==> src/rtl/axis2difftest.sv <==
// Reassembles AXI-Stream beats into one DATA_WIDTH-bit difftest batch word,
// dropping malformed packets with one-cycle error pulses.
`ifndef CONFIG_DIFFTEST_BATCH_IO_WITDH
`define CONFIG_DIFFTEST_BATCH_IO_WITDH 1200
`endif

module axis2difftest #(
    parameter int DATA_WIDTH      = `CONFIG_DIFFTEST_BATCH_IO_WITDH,
    parameter int AXIS_DATA_WIDTH = 512
) (
    input  logic                         clock,
    input  logic                         reset,
    input  logic [AXIS_DATA_WIDTH-1:0]   axi_tdata,
    input  logic [AXIS_DATA_WIDTH/8-1:0] axi_tkeep,
    input  logic                         axi_tlast,
    input  logic                         axi_tvalid,
    output logic                         axi_tready,
    output logic [DATA_WIDTH-1:0]        difftest_data,
    output logic                         difftest_valid,
    input  logic                         difftest_ready,
    output logic                         err_short,
    output logic                         err_long,
    output logic                         err_keep,
    output logic [31:0]                  pkt_count
);
    localparam int KEEP_W     = AXIS_DATA_WIDTH / 8;
    localparam int BEATS      = (DATA_WIDTH + AXIS_DATA_WIDTH - 1) / AXIS_DATA_WIDTH;
    localparam int LAST_BYTES = (DATA_WIDTH - (BEATS - 1) * AXIS_DATA_WIDTH) / 8;
    localparam int CNT_W      = (BEATS > 1) ? $clog2(BEATS) : 1;
    localparam logic [CNT_W-1:0] LAST_IDX = CNT_W'(BEATS - 1);

    typedef enum logic [1:0] {
        S_COLLECT,
        S_HOLD,
        S_DISCARD
    } state_t;

    state_t           state_reg, state_next;
    logic [CNT_W-1:0] beat_cnt_reg, beat_cnt_next;
    logic             bad_reg, bad_next;
    logic [31:0]      pkt_count_reg, pkt_count_next;
    logic             err_short_reg, err_short_next;
    logic             err_long_reg, err_long_next;
    logic             err_keep_reg, err_keep_next;
    logic             wr_en;
    logic             keep_ok;
    logic [KEEP_W-1:0] last_keep;

    genvar gi;

    // Expected tkeep on the final beat: only the bytes that land inside DATA_WIDTH.
    generate
        for (gi = 0; gi < KEEP_W; gi++) begin : g_last_keep
            assign last_keep[gi] = (gi < LAST_BYTES);
        end
    endgenerate

    // One storage slot per beat; the last slot keeps only the bits that survive truncation.
    generate
        for (gi = 0; gi < BEATS; gi++) begin : g_slot
            localparam int SLOT_W = (gi == BEATS - 1) ? LAST_BYTES * 8 : AXIS_DATA_WIDTH;
            logic [SLOT_W-1:0] slot_reg;

            always_ff @(posedge clock) begin
                if (wr_en && beat_cnt_reg == CNT_W'(gi)) begin
                    slot_reg <= axi_tdata[SLOT_W-1:0];
                end
            end

            assign difftest_data[gi*AXIS_DATA_WIDTH +: SLOT_W] = slot_reg;
        end
    endgenerate

    assign keep_ok = (beat_cnt_reg == LAST_IDX) ? (axi_tkeep == last_keep)
                                                : (axi_tkeep == {KEEP_W{1'b1}});

    always_comb begin
        state_next     = state_reg;
        beat_cnt_next  = beat_cnt_reg;
        bad_next       = bad_reg;
        pkt_count_next = pkt_count_reg;
        err_short_next = 1'b0;
        err_long_next  = 1'b0;
        err_keep_next  = 1'b0;
        wr_en          = 1'b0;

        case (state_reg)
            S_COLLECT: begin
                if (axi_tvalid) begin
                    wr_en = 1'b1;
                    if (beat_cnt_reg == LAST_IDX) begin
                        beat_cnt_next = '0;
                        bad_next      = 1'b0;
                        if (!axi_tlast) begin
                            err_long_next = 1'b1;
                            state_next    = S_DISCARD;
                        end else if (bad_reg || !keep_ok) begin
                            err_keep_next = 1'b1;
                        end else begin
                            state_next = S_HOLD;
                        end
                    end else if (axi_tlast) begin
                        err_short_next = 1'b1;
                        beat_cnt_next  = '0;
                        bad_next       = 1'b0;
                    end else begin
                        beat_cnt_next = beat_cnt_reg + CNT_W'(1);
                        bad_next      = bad_reg | ~keep_ok;
                    end
                end
            end
            S_HOLD: begin
                if (difftest_ready) begin
                    pkt_count_next = pkt_count_reg + 32'd1;
                    state_next     = S_COLLECT;
                end
            end
            S_DISCARD: begin
                // Counter and bad flag were already cleared when the overrun was detected.
                if (axi_tvalid && axi_tlast) begin
                    state_next = S_COLLECT;
                end
            end
            default: state_next = S_COLLECT;
        endcase
    end

    always_ff @(posedge clock) begin
        if (reset) begin
            state_reg     <= S_COLLECT;
            beat_cnt_reg  <= '0;
            bad_reg       <= 1'b0;
            pkt_count_reg <= '0;
            err_short_reg <= 1'b0;
            err_long_reg  <= 1'b0;
            err_keep_reg  <= 1'b0;
        end else begin
            state_reg     <= state_next;
            beat_cnt_reg  <= beat_cnt_next;
            bad_reg       <= bad_next;
            pkt_count_reg <= pkt_count_next;
            err_short_reg <= err_short_next;
            err_long_reg  <= err_long_next;
            err_keep_reg  <= err_keep_next;
        end
    end

    // Handshake signals decode the state register only, so the consumer's ready
    // never reaches the stream side combinationally.
    assign axi_tready     = (state_reg != S_HOLD);
    assign difftest_valid = (state_reg == S_HOLD);
    assign err_short      = err_short_reg;
    assign err_long       = err_long_reg;
    assign err_keep       = err_keep_reg;
    assign pkt_count      = pkt_count_reg;

endmodule

==> config.mk <==
export PLATFORM = sky130hd
export DESIGN_NAME = axis2difftest
export DESIGN_NICKNAME = d
export VERILOG_FILES = /design/src/rtl/axis2difftest.sv
export SDC_FILE = /design/constraint.sdc
export NUM_CORES = 1
export LEC_CHECK = 0
export ABC_AREA = 1
export CAP_MARGIN = 20
export CORE_AREA = 2 2 714 716
export DETAILED_ROUTE_END_ITERATION = 8
export DIE_AREA = 0 0 716 718
export GPL_ROUTABILITY_DRIVEN = 0
export MAX_ROUTING_LAYER = met4
export PLACE_DENSITY = 0.3
export SYNTH_ARGS = -nofsm -noshare
export SYNTH_HDL_FRONTEND = slang
export SYNTH_SLANG_ARGS = --single-unit
==> constraint.sdc <==
create_clock -name clock -period 52.6 [get_ports clock]
set_input_delay 10.52 -clock clock [delete_from_list [all_inputs] [get_ports clock]]
set_output_delay 10.52 -clock clock [all_outputs]
set_load 0.02 [all_outputs]
==> results of run 1 <==
-- path summary, 6_finish.rpt --
check / end / cells past startpoint
min reg2reg: beat_cnt_reg[1] / 2
max reg2reg: g_slot[1].slot_reg[153] / 9
min: beat_cnt_reg[1] / 2
max: g_slot[1].slot_reg[153] / 9
-- area by class of cell --
cell class | instances | share of cell area [%]
sequential | 1240 | 51.75
timing repair buffer | 1849 | 25.87
tap | 6732 | 11.83
clock buffer | 187 | 6.007
multi-input combinational | 371 | 2.551
clock inverter | 109 | 1.521
inverter | 59 | 0.3112
antenna | 44 | 0.1547
-- layout by cell type (no fill, tap or decap), types with 7 or more instances in the layout --
cell type / count
sky130_fd_sc_hd__a21oi_1: 20
sky130_fd_sc_hd__buf_4: 45
sky130_fd_sc_hd__bufinv_16: 16
sky130_fd_sc_hd__clkbuf_1: 19
sky130_fd_sc_hd__clkbuf_16: 168
sky130_fd_sc_hd__clkdlybuf4s50_1: 1796
sky130_fd_sc_hd__clkinv_1: 39
sky130_fd_sc_hd__clkinv_2: 26
sky130_fd_sc_hd__clkinvlp_4: 11
sky130_fd_sc_hd__dfxtp_1: 40
sky130_fd_sc_hd__diode_2: 44
sky130_fd_sc_hd__edfxtp_1: 1200
sky130_fd_sc_hd__inv_1: 56
sky130_fd_sc_hd__nand2_1: 150
sky130_fd_sc_hd__nand3_1: 24
sky130_fd_sc_hd__nand4_1: 7
sky130_fd_sc_hd__nor2_1: 94
sky130_fd_sc_hd__nor2_4: 10
sky130_fd_sc_hd__nor3_1: 12
sky130_fd_sc_hd__o21ai_0: 9
-- through the flow --
stage | hold slack [ns] | setup slack (ns) | cell area [um^2] | cells
floorplan | 0.4453 | 19.32 | 38890 | 1677
global placement | 0.4803 | 36.24 | 65690 | 10250
detailed placement | 0.4901 | 36.15 | 65710 | 10250
CTS | 0.4985 | 37.12 | 71060 | 10550
global route | 0.5350 | 36.79 | 71100 | 10560
finish | 0.4974 | 37.07 | 71170 | 10590
-- routing by layer --
layer,share of wire [%],track usage (%),up-vias
li1,-,-,10610
met5,0,-,-
met4,2.4,2.610,0
met2,47,20.09,1499
met1,37,13.05,13230
met3,13,6.697,308
-- critical path: cells and delay by family --
family        cells  cell delay, ns
buf+inv           7            4.55
simple gates      2            0.54
-- cell families after synthesis --
group	count (synthesis)	share of synthesized area, %
adders and majority gates	4	0.1287
buffers and inverters	66	0.6692
AOI/OAI and AO/OA	36	0.5051
and+or+nand+nor	325	3.842
xor gates and xnor gates	6	0.1351
DFF	1240	94.72
-- power groups by stage --
stage               Sequential (mW)  Clock (mW)  Combinational (mW)
finish                         1.15        1.15               0.279
global route                   1.16        1.23               0.293
CTS                            1.15        1.20               0.290
detailed placement             1.17           0               0.289
global placement               1.17           0               0.290
floorplan                      1.26           0              0.0179
==> flow_summary.yaml, run 1 <==
outcome:
  run_status: "complete, no violations"
route:
  detail-route-antenna-nets: 0
  vias: 25640
  average_wire_length_per_cell_after_detail_routing_um: 30.21
  drcViolationCount: 0
  vias_per_cell: 2.421
  first_iter_violations: 2168
  first_pass_iters: 5
  wl_um: 320000
final_layout:
  multi_input_area_um2: 1815
  flip_flop_count_of_the_largest_register_all_copies_and_words_added: 1200
  filler_instances: 56100
  final_core_util_pct: 14.03
  sequential_cell_area_um2: 36840
  layout_cells_sized_above_1_pct: 8.493
  finalNetCount: 4273
  area_delta_synth_final_pct: 83.02
yosys:
  synth_enable_flop_cells: 1200
  post_synth_num_cell_types: 35
  synth.net_count: 2262
  asyncSetResetFlopFracSynth_pct: 0
  synth.top_cells.by_count: "1200 x sky130_fd_sc_hd__edfxtp_1, 150 x sky130_fd_sc_hd__nand2_1, 97 x sky130_fd_sc_hd__nor2_1"
  synthFlopType: "sky130_fd_sc_hd__edfxtp_1"
  synth-seq-cells: 1240
  synthMostInstantiatedCell: "sky130_fd_sc_hd__edfxtp_1"
  synth.top_cell.area_share_pct: 92.66
  syn-cell-area_um2: 38890
  sequential_area_share_after_synthesis_pct: 94.72
  netlist_instances: 1677
  synth_top_cells_by_area: "sky130_fd_sc_hd__edfxtp_1 93%, sky130_fd_sc_hd__dfxtp_1 2.1%, sky130_fd_sc_hd__nand2_1 1.4%, sky130_fd_sc_hd__nor2_1 0.94%, sky130_fd_sc_hd__inv_1 0.54%"
  post_synth.cell_area_avg_um2: 23.19
  post-synth-top-area-cell: "sky130_fd_sc_hd__edfxtp_1"
  ys_warn_count: 0
setup_path:
  worst_path_most_repeated_cell: "sky130_fd_sc_hd__buf_4"
  data_required_time_of_the_critical_path_ns: 53.06
  start_kind: "input pin"
  critPathMaxFanout: 64
  startpoint: "axi_tvalid"
  timing.setup.critical_path_class: "in2reg"
  crit_path_top_delay_cell: "sky130_fd_sc_hd__buf_4"
  timing.reg2reg.setup_slack_ns: 47.02
  timing.critical_path.cells: "clkdlybuf4s50_1 > nand3_1 > nor2_4 > buf_4 > buf_4 > buf_4 > buf_4 > buf_4 > buf_4"
  endpoint_kind: "register"
  slowest_delay_ns: 0.80
  regToRegStartpoint: "state_reg[0]"
  critical_path_arrival_ns: 15.99
global_routing:
  first_pass_grt_wire_length_um: 378500
  pin_count_of_the_biggest_net_entering_global_routing: 99
  number_of_antenna_violations_at_the_first_check_in_global_routing: 112
  grt_use_total_pct: 12.30
  overflow: 0
  vias_in_the_first_global_route: 26200
power:
  comb_power_share_pct: 10.8
  powerDensity_nw_per_um2: 36.32
  sw_frac_of_total_pct: 26.22
  power.share.sequential_pct: 44.6
  p_leak_nw: 22.22
  total_power_mw: 2.585
  switchingPower_uw: 677.7
  power.clock.fraction_pct: 44.6
  internal-power_mw: 1.907
  vdd.ir_drop.worst_mv: 0.02215
clocking:
  numCtsBuffers: 167
  cts_sinks: 1240
  ctsLongestPathBuffers: 4
  cts_tree: "built"
  htree_num_levels: 4
  cts_hold_buf: 0
  cts.repair.resized: 0
  ctsRootBufferMaster: "sky130_fd_sc_hd__clkbuf_16"
  cts.clk_slew.worst_paths_ns: 0.06
  insertion_delay_ns: 0.87
  postCtsSetupRepairBufs: 0
timing:
  setup_viol: 0
  worstMarginPinSlew_ns: 1.011
  unrepaired_setup_endpoints_after_global_routing: "no"
  finalSetupTns_ns: 0
  fmaxAchievable_ghz: 0.06439
  timing.final.crit_period_ns: 15.53
  hold_viol: 0
  timing.final.crit_share_pct: 29.52
  timing.final.max_slew_violations: 0
  maximum_clock_skew_at_final_layout_ns: 0.07985
  slew_headroom_pct: 32.59
die:
  die_width_um: 716
  dieArea_um2: 514100
  initial_core_util_pct: 7.668
  fp.dieH_um: 718
  core_area_um2: 507100
  io_pins: 1818
  placementRows: 262
worst_hold_path:
  min_path_type: "reg2reg"
  holdCritStartpoint: "beat_cnt_reg[1]"
flow_run:
  drv_cap: 0
place:
  io_buffer_count: 1817
  post_detail_place_hpwl_um: 275800
Note: power is estimated with default switching activity, not from simulation.
==> run 2, diff against run 1 <==
--- a/config.mk
+++ b/config.mk
@@ -7,9 +7,9 @@
 export LEC_CHECK = 0
 export ABC_AREA = 1
 export CAP_MARGIN = 20
-export CORE_AREA = 2 2 714 716
+export CORE_AREA = 2 2 703 705
 export DETAILED_ROUTE_END_ITERATION = 8
-export DIE_AREA = 0 0 716 718
+export DIE_AREA = 0 0 705 707
 export GPL_ROUTABILITY_DRIVEN = 0
 export MAX_ROUTING_LAYER = met4
 export PLACE_DENSITY = 0.3
==> constraint.sdc (replaced) <==
create_clock -name clock -period 13.4 [get_ports clock]
set_input_delay 2.68 -clock clock [delete_from_list [all_inputs] [get_ports clock]]
set_output_delay 2.68 -clock clock [all_outputs]
set_load 0.02 [all_outputs]
==> run 2 against run 1 <==
Sequential cell count unchanged. Non-clock buffer count decreased by 8. Clock skew shrank 0.028 ns. Final cell count down 2.3%. Routed wire length fell by 3.6%. Critical path type unchanged. Largest cell class unchanged. Largest power group is now the clock network.
==> flow_summary.yaml, run 2 (synthesis results as in run 1) <==
place:
  io_buffer_count: 1817
  post_detail_place_hpwl_um: 260500
  preCtsSetupSlack_ns: 6.637
final_layout:
  sequential_cell_area_um2: 36840
  area_delta_synth_final_pct: 82.71
  flip_flop_count_of_the_largest_register_all_copies_and_words_added: 1200
  layout_common_cells: "1805 x sky130_fd_sc_hd__clkdlybuf4s50_1, 1200 x sky130_fd_sc_hd__edfxtp_1, 173 x sky130_fd_sc_hd__clkbuf_16"
  filler_instances: 54450
  layout_cells_sized_above_1_pct: 8.401
  finalNetCount: 4269
  layout_commonest_cell: "sky130_fd_sc_hd__clkdlybuf4s50_1"
  multi_input_area_um2: 1815
  final_core_util_pct: 14.45
clocking:
  cts_sinks: 1240
  cts.clk_slew.worst_paths_ns: 0.06
  ctsLongestPathBuffers: 4
  ctsRootBufferMaster: "sky130_fd_sc_hd__clkbuf_16"
  insertion_delay_ns: 0.87
  postCtsSetupRepairBufs: 0
  cts.repair.resized: 0
  cts_tree: "built"
  numCtsBuffers: 171
  cts_hold_buf: 0
  htree_num_levels: 4
setup_path:
  timing.reg2reg.setup_slack_ns: 9.56
  crit_path_top_delay_cell: "sky130_fd_sc_hd__nor2_4"
  ff2ff_path_depth: 7
  slowest_delay_ns: 0.58
  start_kind: "input pin"
  critical_path_arrival_ns: 6.19
  worst_path_most_repeated_cell: "sky130_fd_sc_hd__buf_12"
  timing.critical_path.cells: "clkdlybuf4s50_1 > nand3_1 > nor2_4 > buf_12 > buf_12 > buf_12"
  critPathTopFamily: "buffers and inverters"
  critPathBufInv: 4
  regToRegStartpoint: "beat_cnt_reg[0]"
  data_required_time_of_the_critical_path_ns: 13.88
  critPathMaxFanout: 128
  timing.setup.critical_path_class: "in2reg"
  r2r-end: "g_slot[2].slot_reg[29]"
  endpoint_kind: "register"
worst_hold_path:
  min_delay_worst_endpoint: "bad_reg"
  min_path_type: "reg2reg"
  holdCritStartpoint: "bad_reg"
  timing.hold.worst_path_depth: 2
timing:
  maximum_clock_skew_at_final_layout_ns: 0.05226
  timing.final.max_slew_violations: 0
  slew_headroom_pct: 24.51
  fmaxAchievable_ghz: 0.1751
  setup_viol: 0
  timing.final.crit_share_pct: 42.61
  hold_viol: 0
  worstMarginPinSlew_ns: 1.132
  timing.final.crit_period_ns: 5.710
  finalWorstSetupSlack_ns: 7.690
  unrepaired_setup_endpoints_after_global_routing: "no"
die:
  dieArea_um2: 498400
  io_pins: 1818
  initial_core_util_pct: 7.910
  core_area_um2: 491600
  die_width_um: 705
  placementRows: 258
  fp.dieH_um: 707
route:
  vias_per_cell: 2.473
  wl_um: 308400
  vias: 25590
  first_iter_violations: 2047
  detail-route-antenna-nets: 0
  average_wire_length_per_cell_after_detail_routing_um: 29.80
  drcViolationCount: 0
  first_pass_iters: 5
power:
  vdd.ir_drop.worst_mv: 0.08399
  powerDensity_nw_per_um2: 144.6
  p_leak_nw: 22.28
global_routing:
  overflow: 0
  number_of_antenna_violations_at_the_first_check_in_global_routing: 114
  grt_use_total_pct: 12.21
  first_pass_grt_wire_length_um: 367400
  pin_count_of_the_biggest_net_entering_global_routing: 129
  vias_in_the_first_global_route: 26120
flow_run:
  drv_cap: 0
outcome:
  run_status: "complete, no violations"
-- run 2: tightest hold or removal path: stages, from the launching register on --
cell and delay (ns):
sky130_fd_sc_hd__dfxtp_1 0.31, sky130_fd_sc_hd__nand2_1 0.06, sky130_fd_sc_hd__a21oi_1 0.06
-- run 2: where the power goes --
part           internal, mW  total, mW  switching [mW]  leakage (nW)
Clock                  2.68       4.65            1.97          2.69
Combinational         0.410       1.10           0.692          8.09
Sequential             4.47       4.53          0.0599          11.5
Total                  7.55       10.3            2.72          22.3
-- run 2: metal layers --
| metal | share of wire, % | vias to the layer above | GRT usage (%) |
|---|---|---|---|
| li1 | - | 10570 | - |
| met1 | 40 | 13240 | 14.22 |
| met2 | 47 | 1490 | 19.48 |
| met3 | 11 | 284 | 5.554 |
| met4 | 2.0 | 0 | 2.124 |
| met5 | 0 | - | - |
-- run 2: how the worst max path moves through the flow --
stage               start                 endpoint  cells after the start
3_3_place_gp   axi_tvalid   g_slot[0].slot_reg[72]                      6
2_1_floorplan  axi_tvalid    g_slot[0].slot_reg[0]                      2
5_1_grt        axi_tvalid  g_slot[0].slot_reg[311]                      6
3_5_place_dp   axi_tvalid  g_slot[0].slot_reg[272]                      6
6_report       axi_tvalid  g_slot[0].slot_reg[354]                      6
4_1_cts        axi_tvalid  g_slot[0].slot_reg[208]                      6
-- run 2: through the flow --
| stage | TNS [ns] | hold WS, ns | std cells | power, mW | area, um^2 |
|---|---|---|---|---|---|
| floorplan | -3435.53 | 0.4453 | 1677 | 4.955 | 38890 |
| global placement | 0 | 0.4741 | 10010 | 5.755 | 65410 |
| detailed placement | 0 | 0.4793 | 10010 | 5.750 | 65410 |
| CTS | 0 | 0.4934 | 10320 | 10.55 | 70960 |
| global route | 0 | 0.5203 | 10340 | 10.67 | 71020 |
| finish | 0 | 0.4853 | 10350 | 10.27 | 71050 |
-- run 2: final cells by class --
| class | instances | area share (%) |
|---|---|---|
| well taps | 6500 | 11.45 |
| inverters | 59 | 0.3117 |
| clock inverters | 105 | 1.504 |
| repair buffers | 1841 | 25.94 |
| multi-input cells | 371 | 2.555 |
| flip-flops and latches | 1240 | 51.84 |
| diodes | 27 | 0.09509 |
| clock buffers | 205 | 6.304 |
==> run 3, diff against run 2 <==
--- a/config.mk
+++ b/config.mk
@@ -7,9 +7,9 @@
 export LEC_CHECK = 0
 export ABC_AREA = 1
 export CAP_MARGIN = 20
-export CORE_AREA = 2 2 703 705
+export CORE_AREA = 2 2 714 716
 export DETAILED_ROUTE_END_ITERATION = 8
-export DIE_AREA = 0 0 705 707
+export DIE_AREA = 0 0 716 718
 export GPL_ROUTABILITY_DRIVEN = 0
 export MAX_ROUTING_LAYER = met4
 export PLACE_DENSITY = 0.3
==> constraint.sdc (replaced) <==
create_clock -name clock -period 5.91 [get_ports clock]
set_input_delay 1.182 -clock clock [delete_from_list [all_inputs] [get_ports clock]]
set_output_delay 1.182 -clock clock [all_outputs]
set_load 0.02 [all_outputs]
==> run 3 against run 2 <==
Routed wire length grew 4.1%. Sequential share of layout area shrank 0.37 points. Design area grew 0.73%. Sequential cell count is the same. Clock-buffer cell count shrank 4. Critical endpoint is now difftest_data[584].
==> flow_summary.yaml, run 3 (synthesis results as in run 1) <==
timing:
  slew_headroom_pct: 23.52
  finalWorstSetupSlack_ns: 2.359
  worstMarginPinSlew_ns: 1.144
  finalSetupTns_ns: 0
  setup_viol: 0
  unrepaired_setup_endpoints_after_global_routing: "no"
  hold_viol: 0
  maximum_clock_skew_at_final_layout_ns: 0.06981
  fmaxAchievable_ghz: 0.2816
  timing.final.crit_period_ns: 3.551
  timing.final.max_slew_violations: 0
  timing.final.crit_share_pct: 60.08
  fin_worst_hold_slack_ns: 0.4842
power:
  powerDensity_nw_per_um2: 322.0
  total_power_mw: 23.05
  vdd.ir_drop.worst_mv: 0.2187
  p_leak_nw: 22.42
clocking:
  postCtsSetupRepairBufs: 0
  numCtsBuffers: 169
  cts_hold_buf: 0
  cts.clk_slew.worst_paths_ns: 0.06
  ctsLongestPathBuffers: 4
  cts_sinks: 1240
  cts_tree: "built"
  insertion_delay_ns: 0.88
  ctsRootBufferMaster: "sky130_fd_sc_hd__clkbuf_16"
  htree_num_levels: 4
  cts.repair.resized: 0
setup_path:
  endpoint_kind: "output pin"
  data_required_time_of_the_critical_path_ns: 4.73
  slowest_delay_ns: 1.09
  start_kind: "register"
  timing.critical_path.cells: "clkdlybuf4s50_1"
  timing.setup.critical_path_class: "reg2out"
  crit_path_top_delay_cell: "sky130_fd_sc_hd__clkdlybuf4s50_1"
  critPathBufInv: 1
  critPathMaxFanout: 1
  critical_path_arrival_ns: 2.37
  critPathTopFamily: "buffers and inverters"
outcome:
  run_status: "complete, no violations"
worst_hold_path:
  min_path_type: "reg2reg"
final_layout:
  multi_input_area_um2: 1828
  sequential_cell_area_um2: 36840
  final_area_um2: 71570
  non_filler_instance_count_after_layout: 10620
  final_core_util_pct: 14.11
  layout_common_cells: "1794 x sky130_fd_sc_hd__clkdlybuf4s50_1, 1200 x sky130_fd_sc_hd__edfxtp_1, 170 x sky130_fd_sc_hd__clkbuf_16"
  flip_flop_count_of_the_largest_register_all_copies_and_words_added: 1200
  layout_cells_sized_above_1_pct: 9.010
  filler_instances: 56060
  finalNetCount: 4298
  area_delta_synth_final_pct: 84.04
  layout_commonest_cell: "sky130_fd_sc_hd__clkdlybuf4s50_1"
die:
  die_width_um: 716
  placementRows: 262
  dieArea_um2: 514100
  io_pins: 1818
  fp.dieH_um: 718
  initial_core_util_pct: 7.668
  core_area_um2: 507100
global_routing:
  number_of_antenna_violations_at_the_first_check_in_global_routing: 112
  first_pass_grt_wire_length_um: 380600
  grt_use_total_pct: 12.33
  overflow: 0
  vias_in_the_first_global_route: 26520
  pin_count_of_the_biggest_net_entering_global_routing: 112
place:
  post_detail_place_hpwl_um: 275700
  preCtsSetupSlack_ns: 2.030
  placed_cell_area_um2: 66040
  dp.cells: 10270
  io_buffer_count: 1817
flow_run:
  drv_cap: 0
route:
  vias_per_cell: 2.431
  wl_um: 321200
  first_pass_iters: 6
  average_wire_length_per_cell_after_detail_routing_um: 30.25
  first_iter_violations: 2233
  vias: 25810
  detail-route-antenna-nets: 0
  drcViolationCount: 0
==> run 3: cell count changes in the layout (fill, tap and decap cells not counted), moves of 3 or more <==
| cell | delta |
|---|---|
| sky130_fd_sc_hd__clkdlybuf4s50_1 | -11 |
| sky130_fd_sc_hd__clkbuf_8 | -3 |
| sky130_fd_sc_hd__diode_2 | +17 |
| sky130_fd_sc_hd__inv_6 | -7 |
| sky130_fd_sc_hd__clkinvlp_4 | -4 |
| sky130_fd_sc_hd__buf_12 | +9 |
| sky130_fd_sc_hd__buf_4 | +30 |
| sky130_fd_sc_hd__clkbuf_16 | -3 |
| sky130_fd_sc_hd__clkinv_1 | +4 |
==> run 3: worst paths after layout <==
| check | slack, ns | end | startpoint | cells after the start |
|---|---|---|---|---|
| max | 2.36 | difftest_data[584] | g_slot[1].slot_reg[72] | 1 |
| min reg2reg | 0.48 | bad_reg | bad_reg | 2 |
| max reg2reg | 3.26 | g_slot[2].slot_reg[166] | beat_cnt_reg[0] | 8 |
| min | 0.48 | bad_reg | bad_reg | 2 |
==> run 3: layer usage <==
metal | GRT usage (%) | vias to the layer above | wire (um)
met2 | 19.32 | 1514 | 146800
met1 | 13.15 | 13350 | 119000
li1 | - | 10640 | -
met4 | 2.829 | 0 | 8320
met5 | - | - | 0
met3 | 7.591 | 299 | 47090
==> run 3: area by class of cell <==
class	count	area share [%]
antenna	44	0.1538
clock buffer	201	6.107
clock inverter	97	1.386
inverter	59	0.3094
multi-input combinational	371	2.554
sequential	1240	51.47
tap	6732	11.77
timing repair buffer	1872	26.25
==> run 3: report_power, final <==
| group | leakage (nW) | total (mW) | internal [mW] | switching, mW |
|---|---|---|---|---|
| Sequential | 11.5 | 10.3 | 10.1 | 0.149 |
| Combinational | 8.32 | 2.51 | 0.955 | 1.55 |
| Clock | 2.61 | 10.3 | 5.88 | 4.38 |
